<file path="src/rtl/inst_aligner_pkg.sv">
// Shared aligner constants: FSM state encodings and the RVC length test.
// Imported by the aligner top and its halfword buffer.
package inst_aligner_pkg;

    localparam logic [1:0] ALN_IDLE = 2'd0;
    localparam logic [1:0] ALN_WAIT = 2'd1;
    localparam logic [1:0] ALN_DROP = 2'd2;

    function automatic logic is_rvc(input logic [15:0] hw);
        return hw[1:0] != 2'b11;
    endfunction

endpackage

</file>
<file path="src/rtl/inst_hw_buffer.sv">
// Four-entry halfword shift queue; entry 0 is the oldest halfword.
// Pop shifts out 0..2 entries, push appends 0..2 entries behind the survivors.
module inst_hw_buffer
    import inst_aligner_pkg::*;
(
    input  logic        clk_in,
    input  logic        rst_n_in,
    input  logic        en,
    input  logic        clear,
    input  logic [1:0]  pop_n,
    input  logic [1:0]  push_n,
    input  logic [15:0] push_lo,
    input  logic [15:0] push_hi,
    output logic [15:0] hw0,
    output logic [15:0] hw1,
    output logic [2:0]  count
);

    logic [15:0] q     [4];
    logic [15:0] q_nxt [4];
    logic [2:0]  base;
    logic [2:0]  cnt_nxt;
    logic [1:0]  idx1;

    assign hw0 = q[0];
    assign hw1 = q[1];

    always_comb begin
        for (int i = 0; i < 4; i++) q_nxt[i] = q[i];
        case (pop_n)
            2'd1: begin
                q_nxt[0] = q[1];
                q_nxt[1] = q[2];
                q_nxt[2] = q[3];
            end
            2'd2: begin
                q_nxt[0] = q[2];
                q_nxt[1] = q[3];
            end
            default: ;
        endcase
        base = count - {1'b0, pop_n};
        idx1 = base[1:0] + 2'd1;
        if (push_n != 2'd0) q_nxt[base[1:0]] = push_lo;
        if (push_n == 2'd2) q_nxt[idx1] = push_hi;
        cnt_nxt = base + {1'b0, push_n};
        if (clear) cnt_nxt = 3'd0;
    end

    always_ff @(posedge clk_in or negedge rst_n_in) begin
        if (!rst_n_in) begin
            count <= 3'd0;
            for (int i = 0; i < 4; i++) q[i] <= 16'h0;
        end else if (en) begin
            count <= cnt_nxt;
            for (int i = 0; i < 4; i++) q[i] <= q_nxt[i];
        end
    end

endmodule

</file>
<file path="src/rtl/inst_aligner.sv">
// Fetch front end: owns the fetch PC, requests aligned words and hands
// one RVC or 32-bit instruction per handshake to the decoder.
module inst_aligner
    import inst_aligner_pkg::*;
#(
    parameter logic [31:0] RESET_PC = 32'h0000_0000
) (
    input  logic        clk_in,
    input  logic        rst_n_in,
    input  logic        rdy_in,
    input  logic        redirect_in,
    input  logic [31:0] redirect_pc_in,
    output logic        fetch_req_out,
    output logic [31:0] fetch_addr_out,
    input  logic        fetch_done_in,
    input  logic [31:0] fetch_data_in,
    output logic        inst_valid_out,
    input  logic        inst_ready_in,
    output logic [31:0] inst_out,
    output logic [31:0] pc_out,
    output logic        is_c_out
);

    logic [1:0]  state;
    logic [31:0] head_pc;
    logic [31:0] fetch_pc;
    logic [31:0] req_addr;
    logic        skip_lo;
    logic [15:0] hw0;
    logic [15:0] hw1;
    logic [2:0]  count;
    logic        need2;
    logic        pop;
    logic        done_ok;
    logic [1:0]  pop_n;
    logic [1:0]  push_n;
    logic [15:0] push_lo;

    assign need2          = !is_rvc(hw0);
    assign inst_valid_out = need2 ? (count >= 3'd2) : (count >= 3'd1);
    assign is_c_out       = (count != 3'd0) && !need2;
    assign inst_out       = need2 ? {hw1, hw0} : {16'h0, hw0};
    assign pc_out         = head_pc;
    assign fetch_req_out  = (state == ALN_WAIT) || (state == ALN_DROP);
    assign fetch_addr_out = req_addr;

    // Redirect outranks both pop and push in the same cycle.
    assign pop     = inst_valid_out && inst_ready_in && rdy_in && !redirect_in;
    assign pop_n   = pop ? (need2 ? 2'd2 : 2'd1) : 2'd0;
    assign done_ok = rdy_in && (state == ALN_WAIT) && fetch_done_in
                     && !redirect_in;
    assign push_n  = done_ok ? (skip_lo ? 2'd1 : 2'd2) : 2'd0;
    assign push_lo = skip_lo ? fetch_data_in[31:16] : fetch_data_in[15:0];

    inst_hw_buffer u_buf (
        .clk_in   (clk_in),
        .rst_n_in (rst_n_in),
        .en       (rdy_in),
        .clear    (redirect_in),
        .pop_n    (pop_n),
        .push_n   (push_n),
        .push_lo  (push_lo),
        .push_hi  (fetch_data_in[31:16]),
        .hw0      (hw0),
        .hw1      (hw1),
        .count    (count)
    );

    always_ff @(posedge clk_in or negedge rst_n_in) begin
        if (!rst_n_in) begin
            state    <= ALN_IDLE;
            head_pc  <= RESET_PC;
            fetch_pc <= RESET_PC & ~32'd3;
            skip_lo  <= RESET_PC[1];
            req_addr <= 32'h0;
        end else if (rdy_in) begin
            if (redirect_in) begin
                head_pc  <= redirect_pc_in & ~32'd1;
                fetch_pc <= redirect_pc_in & ~32'd3;
                skip_lo  <= redirect_pc_in[1];
            end else begin
                if (pop) head_pc <= head_pc + (need2 ? 32'd4 : 32'd2);
                if (done_ok) begin
                    fetch_pc <= fetch_pc + 32'd4;
                    skip_lo  <= 1'b0;
                end
            end
            case (state)
                ALN_IDLE: begin
                    if (count <= 3'd2 && !redirect_in) begin
                        state    <= ALN_WAIT;
                        req_addr <= fetch_pc;
                    end
                end
                ALN_WAIT: begin
                    if (fetch_done_in) state <= ALN_IDLE;
                    else if (redirect_in) state <= ALN_DROP;
                end
                ALN_DROP: begin
                    if (fetch_done_in) state <= ALN_IDLE;
                end
                default: state <= ALN_IDLE;
            endcase
        end
    end

endmodule

</file>
<file path="config.mk">
export PLATFORM = sky130hd
export DESIGN_NAME = inst_aligner
export DESIGN_NICKNAME = d
export VERILOG_FILES = /design/src/rtl/inst_aligner_pkg.sv /design/src/rtl/inst_hw_buffer.sv /design/src/rtl/inst_aligner.sv
export SDC_FILE = /design/constraint.sdc
export NUM_CORES = 1
export LEC_CHECK = 0
export BUFFER_PORTS_ARGS = -buffer_cell sky130_fd_sc_hd__buf_2
export CORE_MARGIN = 3
export CORE_UTILIZATION = 45
export DETAILED_ROUTE_END_ITERATION = 16
export PLACE_DENSITY = 0.66
export SYNTH_ARGS = -nofsm -noshare
export SYNTH_HDL_FRONTEND = slang
export SYNTH_SLANG_ARGS = --single-unit
</file>
<file path="constraint.sdc">
create_clock -name clk_in -period 4.2 [get_ports clk_in]
set_clock_uncertainty 0.1 [all_clocks]
set_input_delay 0.84 -clock clk_in [delete_from_list [all_inputs] [get_ports clk_in]]
set_output_delay 0.84 -clock clk_in [all_outputs]
set_load 0.03 [all_outputs]
</file>
==> impl_metrics.py <==
metrics = {
    "clock_tree": {
        "ctsResizeCount": 0,
        "cts_max_path_buffers": 2,
        "cts_hold_buf": 0,
        "clock_latency_ps": 440,
        "cts-root-buf": "clkbuf_16",
        "cts-buffers-inserted": 17,
        "cts.clk_slew.worst_paths_ps": 80,
        "cts.sink_count": 161,
        "cts_tree": "done",
        "htree_levels": 4,
        "cts_setup_buffers": 0,
    },
    "power_and_ir_drop": {
        "seq_power_share_pct": 37.3,
        "power.internal_mw": 3.64,
        "power.total_mw": 6.40,
        "power.switching_mw": 2.76,
        "p_leak_nw": 5.09,
        "swShare_pct": 43.1,
        "combinationalPowerShare_pct": 38.8,
        "power_frac_clock_pct": 23.9,
        "peakVddDrop_mv": 0.348,
        "p_per_area_nw_per_um2": 568,
    },
    "worst_setup_path": {
        "cp_slowest_cell": "fa_1",
        "critical-path-max-stage-delay_ps": 640,
        "crit_fanout": 18,
        "cp-start-kind": "flop",
        "cpLargestDelayFamily": "buffers and inverters",
        "crit_buf_inv": 4,
        "crit_chain": "buf_4, a21bo_2, a21boi_1, buf_4, nand3_1, fa_1, inv_1, nand4_1, nand3_1, buf_4, o21ai_0",
        "required_ps": 4450,
        "cp-end-kind": "flop",
        "cpMostUsedCell": "buf_4",
        "crit_type": "reg2reg",
        "cp.arrival_ps": 3710,
    },
    "sta": {
        "fin_crit_ps": 3460,
        "rsz0062_at_grt": "no",
        "period_share_pct": 82.5,
        "max_freq_mhz": 289,
        "finalSetupTns_ps": 0,
        "slew_violations": 0,
        "tightest_slew_ps": 985,
        "setup_viol": 0,
        "relSlewSlack_pct": 34.2,
        "setup_ws_ps": 736,
        "hold_viol_final": 0,
    },
    "routing": {
        "wire_per_inst_um": 20.4,
        "vias_per_cell": 6.22,
        "drt_wl_total_mm": 30.9,
        "ant_nets": 0,
        "vias": 9401,
        "drc": 0,
        "drt_iter0_drc": 951,
        "drtPass1Iterations": 5,
    },
    "global_route": {
        "grt_overflow_total": 0,
        "grt_max_degree": 78,
        "grtUsageTotal_pct": 26.2,
        "antenna_found_initial": 0,
        "grt_pass1_wl_mm": 49.6,
        "grt_pass1_vias": 9063,
    },
    "placement": {
        "routabilityCongestion": 0.866,
        "portBuffers": 164,
        "place_ws_ps": 414,
        "dpl.hpwl_mm": 20.2,
    },
    "finish": {
        "drive_gt1_share_pct": 22.7,
        "fin_nets": 1310,
        "diodes": 0,
        "layout_commonest_cell": "buf_2",
        "final_util_pct": 54.6,
        "layout_common_cells": "buf_2, dfrtp_1, nand2_1, nor2_1, a21oi_1",
        "syn_to_final_growth_pct": 17.1,
    },
    "synthesis": {
        "ys_seq_area_share_pct": 41.9,
        "async_reset_ff_share_pct": 100,
        "netlist_area_um2": 9610,
        "syn_inst": 1103,
        "synth_edf_count": 0,
        "synth-seq-cells": 161,
        "ys.flop_type": "dfrtp_1",
        "synth_warnings": 0,
        "syn_area_per_cell_um2": 8.72,
        "synth_cell_types": 64,
    },
    "floorplan": {
        "dieArea_um2": 23200,
        "initial_core_util_pct": 46.6,
        "ioPinCount": 169,
        "fp.dieW_um": 152,
        "row_count": 52,
        "die_y_um": 152,
        "core_area_um2": 20600,
    },
    "worst_hold_path": {
        "hold_class": "in2async",
    },
    "run": {
        "cap_violations": 0,
    },
    "status": {
        "status": "finished, final reports clean",
    },
}
-- synth_stat cells (all sizes together), types with 4 or more instances --
master | n | area [um^2]
a22oi | 53 | 398
a21oi | 68 | 340
clkbuf | 61 | 231
inv | 36 | 135
nand2 | 147 | 552
and4 | 10 | 88.8
nor4 | 7 | 56.3
nand4 | 18 | 128
o22ai | 57 | 357
o21ai | 67 | 335
a221oi | 31 | 272
and2 | 5 | 31.3
buf | 35 | 213
mux2i | 53 | 531
and3 | 28 | 175
ha | 8 | 100
a221o | 4 | 41.3
nor3 | 23 | 115
o31ai | 4 | 30.0
nand3 | 46 | 230
or4 | 7 | 52.6
mux2 | 31 | 349
dfrtp | 161 | 4030
nor2 | 86 | 323
-- per-stage QoR --
stage / hold slack, ps / std cells / cell area [um^2]
CTS: 364 / 1512 / 11300
finish: 322 / 1512 / 11300
global placement: 385 / 1480 / 10700
detailed placement: 391 / 1480 / 10700
floorplan: 380 / 1105 / 9630
global route: 382 / 1512 / 11300
-- worst paths after layout --
path	from	to	slack (ps)	cells after the start
max reg2reg	u_buf.hw0[1]	u_buf.hw0[11]	740	11
max	u_buf.hw0[1]	u_buf.hw0[11]	740	11
min	rst_n_in	u_buf.hw0[6]	320	1
min in group clk_in	fetch_addr_out[28]	fetch_addr_out[28]	400	1
min reg2reg	fetch_addr_out[28]	fetch_addr_out[28]	400	1
max in group asynchronous	rst_n_in	u_buf.q[18]	2730	2
-- sequential cells by signal, summed over array words and instances (netlist names) --
signal and flops:
u_buf.hw0 16, skip_lo 1, state 2, pc_out 31
u_buf.count 3, fetch_pc 30, fetch_addr_out 30, u_buf.hw1 16
u_buf.q 32
-- per-layer routing --
| layer | GRT usage [%] | up-vias | wire [um] |
|---|---|---|---|
| met5 | 0 | - | 0 |
| met3 | 6.56 | 46 | 2820 |
| met1 | 37.1 | 4605 | 13600 |
| met2 | 40.0 | 430 | 14100 |
| met4 | 7.83 | 0 | 475 |
| li1 | - | 4320 | - |
-- power groups by stage --
stage          Clock, mW  Combinational, mW  Sequential, mW
2_1_floorplan          0               1.51            2.66
3_3_place_gp           0               2.44            2.39
3_5_place_dp           0               2.48            2.41
4_1_cts             1.55               2.49            2.38
5_1_grt             1.62               2.71            2.45
6_report            1.53               2.48            2.39
-- layout make-up --
type	count	area (um^2)
clock inverter	15	146
clock buffer	17	425
multi-input combinational	810	5040
timing repair buffer	201	1130
fill	1903	9370
inverter	38	143
tap	270	338
sequential	161	4030
-- cell families (layout without fill, tap and decap cells) --
kind of cell,after synthesis,count (layout),synth area share (%)
AND/OR/NAND/NOR,388,388,19.0
AO/OA/AOI/OAI,323,323,22.0
flip-flops,161,161,41.9
buffers and inverters,134,271,6.10
multiplexers,84,84,9.15
adder cells (fa/ha/maj),11,11,1.67
other,1,3,0.0390
XOR/XNOR,1,1,0.0911
Note: power is estimated with default switching activity, not from simulation.
